[config.mk]
export PLATFORM = sky130hd
export DESIGN_NAME = boundary_sqrt_scheduler_flat
export DESIGN_NICKNAME = d
export VERILOG_FILES = /design/src/rtl/boundary_sqrt_scheduler_pkg.sv /design/src/rtl/boundary_sqrt_scheduler_if.sv /design/src/rtl/boundary_sqrt_scheduler_isqrt_seq.sv /design/src/rtl/boundary_sqrt_scheduler.sv /design/src/flat_wrapper.sv
export SDC_FILE = /design/constraint.sdc
export NUM_CORES = 1
export LEC_CHECK = 0
export CORE_AREA = 4 4 158 312
export CTS_CLUSTER_SIZE = 20
export DETAILED_ROUTE_END_ITERATION = 10
export DIE_AREA = 0 0 162 316
export PLACE_DENSITY = 0.71
export SETUP_SLACK_MARGIN = 0.1
export SLEW_MARGIN = 20
export SYNTH_ARGS = -nofsm -noshare
export SYNTH_HDL_FRONTEND = slang
export SYNTH_SLANG_ARGS = --single-unit
[constraint.sdc]
create_clock -name clk -period 6.25 [get_ports clk]
set_input_delay 1.5625 -clock clk [delete_from_list [all_inputs] [get_ports clk]]
set_output_delay 1.5625 -clock clk [all_outputs]
set_load 0.005 [all_outputs]
[src/rtl/boundary_sqrt_scheduler_pkg.sv]
// Shared constants, FSM encodings and the round-robin pick for the boundary sqrt scheduler.
package boundary_sqrt_scheduler_pkg;

  localparam int WIDTH_DEF = 18;
  localparam int NREQ      = 3;

  localparam logic [1:0] S_IDLE = 2'd0;
  localparam logic [1:0] S_MUL  = 2'd1;
  localparam logic [1:0] S_SQRT = 2'd2;
  localparam logic [1:0] S_DONE = 2'd3;

  // Nominal omega operands of the boundary detectors
  localparam int SR3       = 514;
  localparam int BETA_LOW  = 410;
  localparam int BETA_HIGH = 664;

  // First set request at or after ptr, scanning cyclically over three requesters.
  // Scans far-to-near so the nearest hit is the one left standing.
  function automatic logic [1:0] rr_pick(input logic [2:0] req, input logic [1:0] ptr);
    logic [1:0] idx;
    int s;
    rr_pick = ptr;
    for (int k = 2; k >= 0; k--) begin
      s = int'(ptr) + k;
      if (s >= 3) s = s - 3;
      idx = 2'(s);
      if (req[idx]) rr_pick = idx;
    end
  endfunction

endpackage

[src/rtl/boundary_sqrt_scheduler_if.sv]
// Requester-side bundle: level requests, per-requester operands and the shared result bus.
interface boundary_sqrt_scheduler_if
  import boundary_sqrt_scheduler_pkg::*;
#(parameter int WIDTH = WIDTH_DEF);
  logic        [2:0]       req;
  logic signed [WIDTH-1:0] omega_lo_0, omega_lo_1, omega_lo_2;
  logic signed [WIDTH-1:0] omega_hi_0, omega_hi_1, omega_hi_2;
  logic        [2:0]       ack;
  logic signed [WIDTH-1:0] sqrt_root;
  logic                    invalid;
  logic                    busy;
  logic        [1:0]       grant_id;

  modport master (
    output req, omega_lo_0, omega_lo_1, omega_lo_2, omega_hi_0, omega_hi_1, omega_hi_2,
    input  ack, sqrt_root, invalid, busy, grant_id
  );
  modport slave (
    input  req, omega_lo_0, omega_lo_1, omega_lo_2, omega_hi_0, omega_hi_1, omega_hi_2,
    output ack, sqrt_root, invalid, busy, grant_id
  );
endinterface

[src/rtl/boundary_sqrt_scheduler_isqrt_seq.sv]
// Bit-serial restoring integer square root: one root bit per enabled edge, W steps after start.
module isqrt_seq #(
  parameter int W = 18
) (
  input  logic           clk,
  input  logic           rst,
  input  logic           clk_en,
  input  logic           start,
  input  logic [2*W-1:0] radicand,
  output logic           done,
  output logic [W-1:0]   root
);
  localparam int CW = $clog2(W);

  logic [2*W-1:0] rad;
  logic [W+2:0]   rem, rem_sh, trial, diff;
  logic [W-1:0]   root_q;
  logic [CW-1:0]  cnt;
  logic           run;
  logic           ge;

  // Bring down the next two radicand bits and try subtracting 4*root+1
  assign rem_sh = (rem << 2) | (W+3)'(rad[2*W-1 -: 2]);
  assign trial  = {1'b0, root_q, 2'b01};
  assign ge     = rem_sh >= trial;
  assign diff   = rem_sh - trial;
  assign done   = run && (cnt == '0);
  assign root   = root_q;

  always_ff @(posedge clk or posedge rst) begin
    if (rst) begin
      rad    <= '0;
      rem    <= '0;
      root_q <= '0;
      cnt    <= '0;
      run    <= 1'b0;
    end else if (clk_en) begin
      if (start) begin
        rad    <= radicand;
        rem    <= '0;
        root_q <= '0;
        cnt    <= CW'(W-1);
        run    <= 1'b1;
      end else if (run) begin
        rad    <= rad << 2;
        rem    <= ge ? diff : rem_sh;
        root_q <= {root_q[W-2:0], ge};
        if (cnt == '0) run <= 1'b0;
        else           cnt <= cnt - 1'b1;
      end
    end
  end
endmodule

[src/rtl/boundary_sqrt_scheduler.sv]
// Round-robin front end sharing one sequential sqrt among the three boundary detectors.
module boundary_sqrt_scheduler
  import boundary_sqrt_scheduler_pkg::*;
#(
  parameter int WIDTH = WIDTH_DEF
) (
  input  logic                      clk,
  input  logic                      rst,
  input  logic                      clk_en,
  boundary_sqrt_scheduler_if.slave  bus
);
  logic        [1:0]       state, ptr, gid, pick;
  logic signed [WIDTH-1:0] lo_r, hi_r, lo_sel, hi_sel;
  logic [2*WIDTH-1:0]      radicand;
  logic                    op_bad, inv_r, inv_q, sq_start, sq_done;
  logic [2:0]              ack_q;
  logic [WIDTH-1:0]        root_q, sq_root;

  always_comb pick = rr_pick(bus.req, ptr);

  always_comb begin
    lo_sel = '0;
    hi_sel = '0;
    case (pick)
      2'd0:    begin lo_sel = bus.omega_lo_0; hi_sel = bus.omega_hi_0; end
      2'd1:    begin lo_sel = bus.omega_lo_1; hi_sel = bus.omega_hi_1; end
      2'd2:    begin lo_sel = bus.omega_lo_2; hi_sel = bus.omega_hi_2; end
      default: ;
    endcase
  end

  // Non-positive operand forces a zero radicand, so the root comes out 0
  assign op_bad   = lo_r[WIDTH-1] | (lo_r == '0) | hi_r[WIDTH-1] | (hi_r == '0);
  assign radicand = op_bad ? '0
                  : (2*WIDTH)'($unsigned(lo_r)) * (2*WIDTH)'($unsigned(hi_r));
  assign sq_start = (state == S_MUL);

  isqrt_seq #(.W(WIDTH)) u_isqrt (
    .clk      (clk),
    .rst      (rst),
    .clk_en   (clk_en),
    .start    (sq_start),
    .radicand (radicand),
    .done     (sq_done),
    .root     (sq_root)
  );

  always_ff @(posedge clk or posedge rst) begin
    if (rst) begin
      state  <= S_IDLE;
      ptr    <= '0;
      gid    <= '0;
      lo_r   <= '0;
      hi_r   <= '0;
      inv_r  <= 1'b0;
      inv_q  <= 1'b0;
      ack_q  <= '0;
      root_q <= '0;
    end else if (clk_en) begin
      case (state)
        S_IDLE: if (|bus.req) begin
          gid   <= pick;
          lo_r  <= lo_sel;
          hi_r  <= hi_sel;
          ptr   <= (pick == 2'd2) ? 2'd0 : pick + 2'd1;
          state <= S_MUL;
        end
        S_MUL: begin
          inv_r <= op_bad;
          state <= S_SQRT;
        end
        S_SQRT: if (sq_done) state <= S_DONE;
        // DONE spans two edges: publish + ack, then drop ack and go idle
        S_DONE: if (ack_q == '0) begin
          ack_q  <= 3'b001 << gid;
          root_q <= sq_root;
          inv_q  <= inv_r;
        end else begin
          ack_q <= '0;
          state <= S_IDLE;
        end
        default: state <= S_IDLE;
      endcase
    end
  end

  assign bus.ack       = ack_q;
  assign bus.sqrt_root = root_q;
  assign bus.invalid   = inv_q;
  assign bus.busy      = (state != S_IDLE);
  assign bus.grant_id  = gid;
endmodule

[src/flat_wrapper.sv]
// flat-port wrapper written by rule: the top's interface ports become plain ports
module boundary_sqrt_scheduler_flat import boundary_sqrt_scheduler_pkg::*;
#(
  parameter int WIDTH = WIDTH_DEF
)
  (clk, rst, clk_en, bus_req, bus_omega_lo_0, bus_omega_lo_1, bus_omega_lo_2, bus_omega_hi_0, bus_omega_hi_1, bus_omega_hi_2, bus_ack, bus_sqrt_root, bus_invalid, bus_busy, bus_grant_id);
  boundary_sqrt_scheduler_if #(.WIDTH(WIDTH)) bus_i ();
  input  logic clk;
  input  logic rst;
  input  logic clk_en;
  input wire logic [$bits(bus_i.req)-1:0] bus_req;
  input wire logic [$bits(bus_i.omega_lo_0)-1:0] bus_omega_lo_0;
  input wire logic [$bits(bus_i.omega_lo_1)-1:0] bus_omega_lo_1;
  input wire logic [$bits(bus_i.omega_lo_2)-1:0] bus_omega_lo_2;
  input wire logic [$bits(bus_i.omega_hi_0)-1:0] bus_omega_hi_0;
  input wire logic [$bits(bus_i.omega_hi_1)-1:0] bus_omega_hi_1;
  input wire logic [$bits(bus_i.omega_hi_2)-1:0] bus_omega_hi_2;
  output wire logic [$bits(bus_i.ack)-1:0] bus_ack;
  output wire logic [$bits(bus_i.sqrt_root)-1:0] bus_sqrt_root;
  output wire logic [$bits(bus_i.invalid)-1:0] bus_invalid;
  output wire logic [$bits(bus_i.busy)-1:0] bus_busy;
  output wire logic [$bits(bus_i.grant_id)-1:0] bus_grant_id;
  assign bus_i.req = bus_req;
  assign bus_i.omega_lo_0 = bus_omega_lo_0;
  assign bus_i.omega_lo_1 = bus_omega_lo_1;
  assign bus_i.omega_lo_2 = bus_omega_lo_2;
  assign bus_i.omega_hi_0 = bus_omega_hi_0;
  assign bus_i.omega_hi_1 = bus_omega_hi_1;
  assign bus_i.omega_hi_2 = bus_omega_hi_2;
  assign bus_ack = bus_i.ack;
  assign bus_sqrt_root = bus_i.sqrt_root;
  assign bus_invalid = bus_i.invalid;
  assign bus_busy = bus_i.busy;
  assign bus_grant_id = bus_i.grant_id;
  boundary_sqrt_scheduler #(.WIDTH(WIDTH)) u_core (.clk(clk), .rst(rst), .clk_en(clk_en), .bus(bus_i));
endmodule
# ---- Word-level counts from Yosys, hierarchy flattened
# Cells that the tools add are included.
# Widths: inputs -> output; s select.
dict set report totals {
  reg_bits 144
  input_bits 114
  output_inout_bits 25
  word_cells 95
}
dict set report classes {
  add_sub_neg 8
  mul 1
  order_cmp 7
  eq_ne 9
  shifts 1
  n_mux 34
  n_bitwise 4
  n_reduce_logical 17
}
# cell n
set op_table {}
lappend op_table {{$mux 36} 3}
lappend op_table {{$pmux 18 s3} 2}
lappend op_table {{$mux 19} 3}
lappend op_table {{$logic_not 18->1} 2}
lappend op_table {{$mul 18x18->36} 1}
lappend op_table {{$mux 18} 2}
lappend op_table {{$ge 21x20->1} 1}
lappend op_table {{$or 21x2->21} 1}
lappend op_table {{$mux 2} 10}
lappend op_table {{$sub 19x19->19} 1}
lappend op_table {{$mux 5} 3}
lappend op_table {{$lt 2x3->1 const B} 3}
lappend op_table {{$reduce_and 3->1} 3}
lappend op_table {{$pmux 2 s4} 1}
lappend op_table {{$bmux 1 s2} 3}
lappend op_table {{$eq 2x2->1 const B} 3}
lappend op_table {{$ge 3x2->1 const B} 2}
lappend op_table {{$mux 1} 6}
lappend op_table {{$ne 2x1->1 const B} 3}
lappend op_table {{$reduce_and 2->1} 3}
lappend op_table {{$logic_not 5->1} 1}
lappend op_table {{$sub 5x1->5 const B} 1}
lappend op_table {{$eq 2x1->1 const B} 2}
lappend op_table {{$logic_not 2->1} 2}
lappend op_table {{other kinds (15)} 19}

# ---- Depth between registers and ports, before layout
dict set report depth {
  word_depth 10
  depth_mapped 24
}

# ---- Modules after synthesis
# Synthesis repeated with hierarchy kept, for this count alone.
dict set report hier_totals {
  cells_unflattened 2116
  area_unflattened_um2 19115.8
}
# module instances cells_each area_per_inst_um2 seq_area_each_um2
set by_module_without_submodules {}
lappend by_module_without_submodules {boundary_sqrt_scheduler 1 1619 14420.1 1626.6}
lappend by_module_without_submodules {isqrt_seq 1 497 4695.8 1976.9}

# ---- Worst setup path before layout
# Ideal clock, no wire load.
dict set report synth_path {
  kind {register to register}
  startpoint {register u_core.hi_r[9]}
  endpoint {register u_core.u_isqrt.rad[31]}
  arrival_time_ns 6.123
  path_slack_ns 0.062
  stages_incl_launch_ff 24
  period_less_slack_ns 6.188
  path_cell_list {dfrtp_1 clkbuf_1 clkbuf_1 nand2_1 fa_1 inv_1 fa_1 inv_1 fa_1 inv_1 fa_1 fa_1 inv_1 fa_1 inv_1 ha_1 a21o_1 a31o_4 o211ai_2 nor2_1 or3b_4 and3_1 nor3_1 o22a_1}
}
dict set report synth_between {
  elab_chain_cells 4
  elab_cells_between_ends 5
  cone_classes {mul (1); mux (2); bitwise (1); reduce/logical (1)}
}
# item line
set synth_rtl {}
lappend synth_rtl {{start, declared} boundary_sqrt_scheduler.sv:13} ;# logic signed [WIDTH-1:0] lo_r, hi_r, lo_sel, hi_sel;
lappend synth_rtl {{start signal, assigned} boundary_sqrt_scheduler.sv:64} ;# hi_r <= hi_sel;
lappend synth_rtl {{branches (longest 2 deep; another with $mul 18x18->36)} -}
lappend synth_rtl {{$mux 36 *} boundary_sqrt_scheduler.sv:34} ;# assign radicand = op_bad ? '0
lappend synth_rtl {{$mux 36 *} boundary_sqrt_scheduler_isqrt_seq.sv:38} ;# if (start) begin
lappend synth_rtl {{end signal, assigned} boundary_sqrt_scheduler_isqrt_seq.sv:39} ;# rad <= radicand;
lappend synth_rtl {{end signal, assigned} boundary_sqrt_scheduler_isqrt_seq.sv:45} ;# rad <= rad << 2;
lappend synth_rtl {{end, declared} boundary_sqrt_scheduler_isqrt_seq.sv:15} ;# logic [2*W-1:0] rad;
# Every way passes the cells marked *.
# A chain may end at the register's enable or synchronous reset.

# ---- Final worst setup path
dict set report layout_path {
  startpoint {register u_core.hi_r[9]}
  endpoint {register u_core.u_isqrt.rad[30]}
}
# Same word-level chain as after synthesis.

==> metrics.md <==
| Metric | Value |
|---|---|
| WL final | `approximately 50000 um` |
| CP Data Required Time | `between 6 and 7 ns` |
| Hold_ws | `0.486 ns` |
| Slowest-stage cell, CP | `fa_1` |
| Cell family contributing the most delay on the critical path | `adder cells` |
| First-pass GRT wire length | `between 80000 and 90000 um` |
| CTS Root Cell | `clkbuf_16` |
| Num rows | `112` |
| Slowest stage delay, CP | `0.59 ns` |
| #FFs+latches synth | `between 100 and 150` |
| Tot GR Track Use | `between 20% and 30%` |
| Fin area | `0.0218 mm^2` |
| Slew @ Worst Pin | `around 1 ns` |
| CP Launch Type | `flop` |
| Hold buffer count at cts | `0` |
| Max-slew violations | `0` |
| Final clock skew | `between 0.015 and 0.02 ns` |
| Distinct cells, synth | `76` |
| Port Buf Inserts | `roughly 140` |
| Hpwl dp | `41400 um` |
| Setup TNS | `0 ns` |
| Mapped Cells | `between 2000 and 2500` |
| Post-synth EDFFs | `0` |
| Non-filler cells, final | `approximately 2900` |
| WP buf/inv | `5` |
| Mapped cell area | `0.0186 mm^2` |
| Clock Pin Slew Worst Setup and Hold Paths | `approximately 0.07 ns` |
| Placed cells | `approximately 2800` |
| Antenna violations before repair | `0` |
| N_diodes | `0` |
| Max Root-Sink Buffers | `2` |
| Syn-to-layout area delta | `17.7%` |
| Top-count cell post-synth | `inv_1` |
| RePlAce Congestion | `0.978` |
| Max cap viols | `0` |
| Clock Sinks | `between 100 and 150` |
| Dpl ws | `-0.0794 ns` |
| TritonCTS buffer count | `17` |
| Gr ovfl total | `0` |
| Die H | `about 320 um` |
| Status | `finished, final reports clean` |
| Fillers | `4488` |
| FF/Latch Area | `roughly 0.0036 mm^2` |
| Final setup fails | `0` |
| Area leader, netlist | `fa_1` |
| Cell mode on critical path | `fa_1` |
| Top cells by area, synth | `fa_1 (28%), dfrtp_1 (19%), ha_1 (9.3%), inv_1 (7.2%), nand2_1 (5.8%)` |
| Area post-placement | `~0.021 mm^2` |
| Core Area | `0.0468 mm^2` |
| Fin nets | `approximately 2700` |
| Final hold vios | `0` |
| Die Wd | `approximately 160 um` |
| Worst hold path type | `flop to flop` |
| H-Tree Level Count | `4` |
| CTS tree | `yes` |
| Leakage dissipation | `around 0.011 uW` |
| Worst-path maximum fanout | `10` |
| Worst Path Arrival | `around 6.3 ns` |
| Crit end category | `flop` |
| Top post-synthesis cells by count | `inv_1 (357), nand2_1 (288), fa_1 (256), dfrtp_1 (144), and2_1 (139)` |
| Via count | `~15000` |
| Share of cells above drive strength 1 | `just over 10%` |
| Initial Util | `roughly two fifths` |
| Slew Limit Headroom | `33.5%` |
| CP cell instances | `buf_4 -> buf_12 -> nand2_1 -> fa_1 -> inv_1 -> fa_1 -> fa_1 -> fa_1 -> fa_1 -> inv_1 -> fa_1 -> inv_1 -> ha_1 -> nand4_1 -> or3_4 -> o32ai_1 -> o21bai_4 -> o31ai_4 -> xnor2_1 -> nor2b_1 -> a221o_1` |
| DRC violations left | `0` |
| Tcrit/Tclk final | `a little over nine tenths` |
| Wire length per cell | `roughly 17 um` |
| Syn nets | `2606` |
| Crit path kind | `flop to flop` |
| Die area | `around 0.051 mm^2` |
| DRT iter0 DRCs | `around 660` |
| Vias in the first global route | `between 15000 and 20000` |
| RSZ-0062 raised after global routing | `yes` |
| Main flop type after synthesis | `dfrtp_1` |
| Yosys warns | `0` |
| Area of the multi-input gates | `0.0133 mm^2` |
| Max Fclk | `between 150 and 200 MHz` |
| Asr flop ratio synth | `100%` |
| Largest net degree at the start of global routing | `slightly below 80` |
| Peak VDD IR | `132 uV` |
| Top cell type's share of synthesized area | `27.6%` |
| Vias/cell | `5.30` |
| Min cycle time layout | `approximately 6.0 ns` |
| Antenna-violating nets left | `0` |
| Fin worst setup slack | `0.244 ns` |
| Power per cell area | `about 98 mW/mm^2` |
| Worst-Skew Late Latency | `between 0.4 and 0.5 ns` |
| Ports | `between 100 and 150` |
| Syn Area/Cell | `roughly 8.8 um^2` |
| Pre-Repair DR Iteration Count | `7` |
| Part of the Yosys area used for sequential elements | `between 10% and 20%` |
==> registers in the layout (all words and copies together), names as in the netlist <==
register / flops
u_core.hi_r: 18
u_core.ptr: 2
u_core.u_isqrt.cnt: 5
u_core.bus.grant_id: 2
u_core.u_isqrt.run: 1
u_core.state: 2
u_core.inv_r: 1
u_core.lo_r: 18
u_core.u_isqrt.root: 18
u_core.bus.sqrt_root: 18
u_core.u_isqrt.rad: 36
u_core.u_isqrt.rem: 19
u_core.bus.invalid: 1
u_core.bus.ack: 3
==> path summary, 6_finish.rpt <==
check	start	endpoint	slack (ns)	cells after the start
worst max-delay path	u_core.hi_r[9]	u_core.u_isqrt.rad[30]	0.24	21
worst min-delay path	u_core.u_isqrt.rad[1]	u_core.u_isqrt.rad[1]	0.49	2
worst max register to register	u_core.hi_r[9]	u_core.u_isqrt.rad[30]	0.24	21
worst min register to register	u_core.u_isqrt.rad[1]	u_core.u_isqrt.rad[1]	0.49	2
max in group asynchronous	rst	u_core.u_isqrt.rem[13]	3.71	3
min in group asynchronous	rst	u_core.bus.ack[0]	1.57	2
==> layout make-up <==
class,count,area share (%)
multi-input cells,1469,60.7
flip-flops and latches,144,16.6
repair buffers,245,10.2
inverters,357,6.16
well taps,627,3.59
clock buffers,18,1.96
clock inverters,14,0.762
==> worst register-to-register path, cell delays in order (launching register included) <==
cell,delay (ns)
dfrtp_2,0.43
buf_4,0.16
buf_12,0.13
nand2_1,0.13
fa_1,0.56
inv_1,0.05
fa_1,0.48
fa_1,0.59
fa_1,0.44
fa_1,0.51
inv_1,0.05
fa_1,0.47
inv_1,0.04
ha_1,0.28
nand4_1,0.18
or3_4,0.43
o32ai_1,0.14
o21bai_4,0.21
o31ai_4,0.10
xnor2_1,0.12
nor2b_1,0.13
a221o_1,0.27
==> cell families (layout without fill, tap and decap cells) <==
group / count (synthesis) / in the layout / synth area share [%]
adder cells (fa/ha/maj): 394 / 394 / 36.9
XOR/XNOR: 44 / 44 / 2.08
multiplexers: 60 / 60 / 3.38
AO/OA/AOI/OAI: 353 / 353 / 12.4
buffers and inverters: 485 / 634 / 9.97
AND/OR/NAND/NOR: 618 / 618 / 15.8
flip-flops: 144 / 144 / 19.4
==> cell usage in the layout (no fill, tap or decap), types with 7 or more instances in the layout <==
cell type          n
inv_1            356
nand2_1          286
fa_1             255
and2_1           139
clkdlybuf4s50_1  138
ha_1             127
dfrtp_1          122
buf_4            100
a21oi_1           93
o21ai_0           82
nor2_1            78
mux2i_1           39
nor2b_1           31
xnor2_1           25
o21a_1            23
dfrtp_2           22
mux2_2            21
o22ai_1           19
xor2_1            19
a21o_1            18
o221ai_1          18
clkbuf_16         17
nand3_1           15
o21ai_1           14
nor3_1            13
nand4_1           12
nor4_1             9
nand2b_1           8
a32oi_1            7
o31ai_1            7
ha_4               7
==> through the flow <==
step | util (%) | power [uW]
global route | 46.7 | 2220
finish | 46.7 | 2140
CTS | 45.9 | 2160
global placement | 44.6 | 1100
floorplan | - | 1010
detailed placement | 44.6 | 1100
==> report_power, final <==
group | internal [uW] | total [uW] | switching (uW)
clock | 600 | 1060 | 458
sequential | 932 | 932 | 0
combinational | 86.2 | 152 | 66.3
total | 1620 | 2140 | 524
==> per-layer routing <==
layer  global-route usage (%)  vias to the layer above  wire length [um]
li1                         -                     6930                 -
met1                     19.7                     7513             16700
met4                     10.2                        0              2850
met2                     39.9                      581             28200
met3                     2.66                      196              2260
met5                        0                        -                 0
==> what timing repair did <==
item	in CTS	in global routing
setup buffers	0	24
pin swaps	0	12
resized for setup	7	44
endpoints found under the setup margin	11	18
Note: power is estimated with default switching activity, not from simulation.
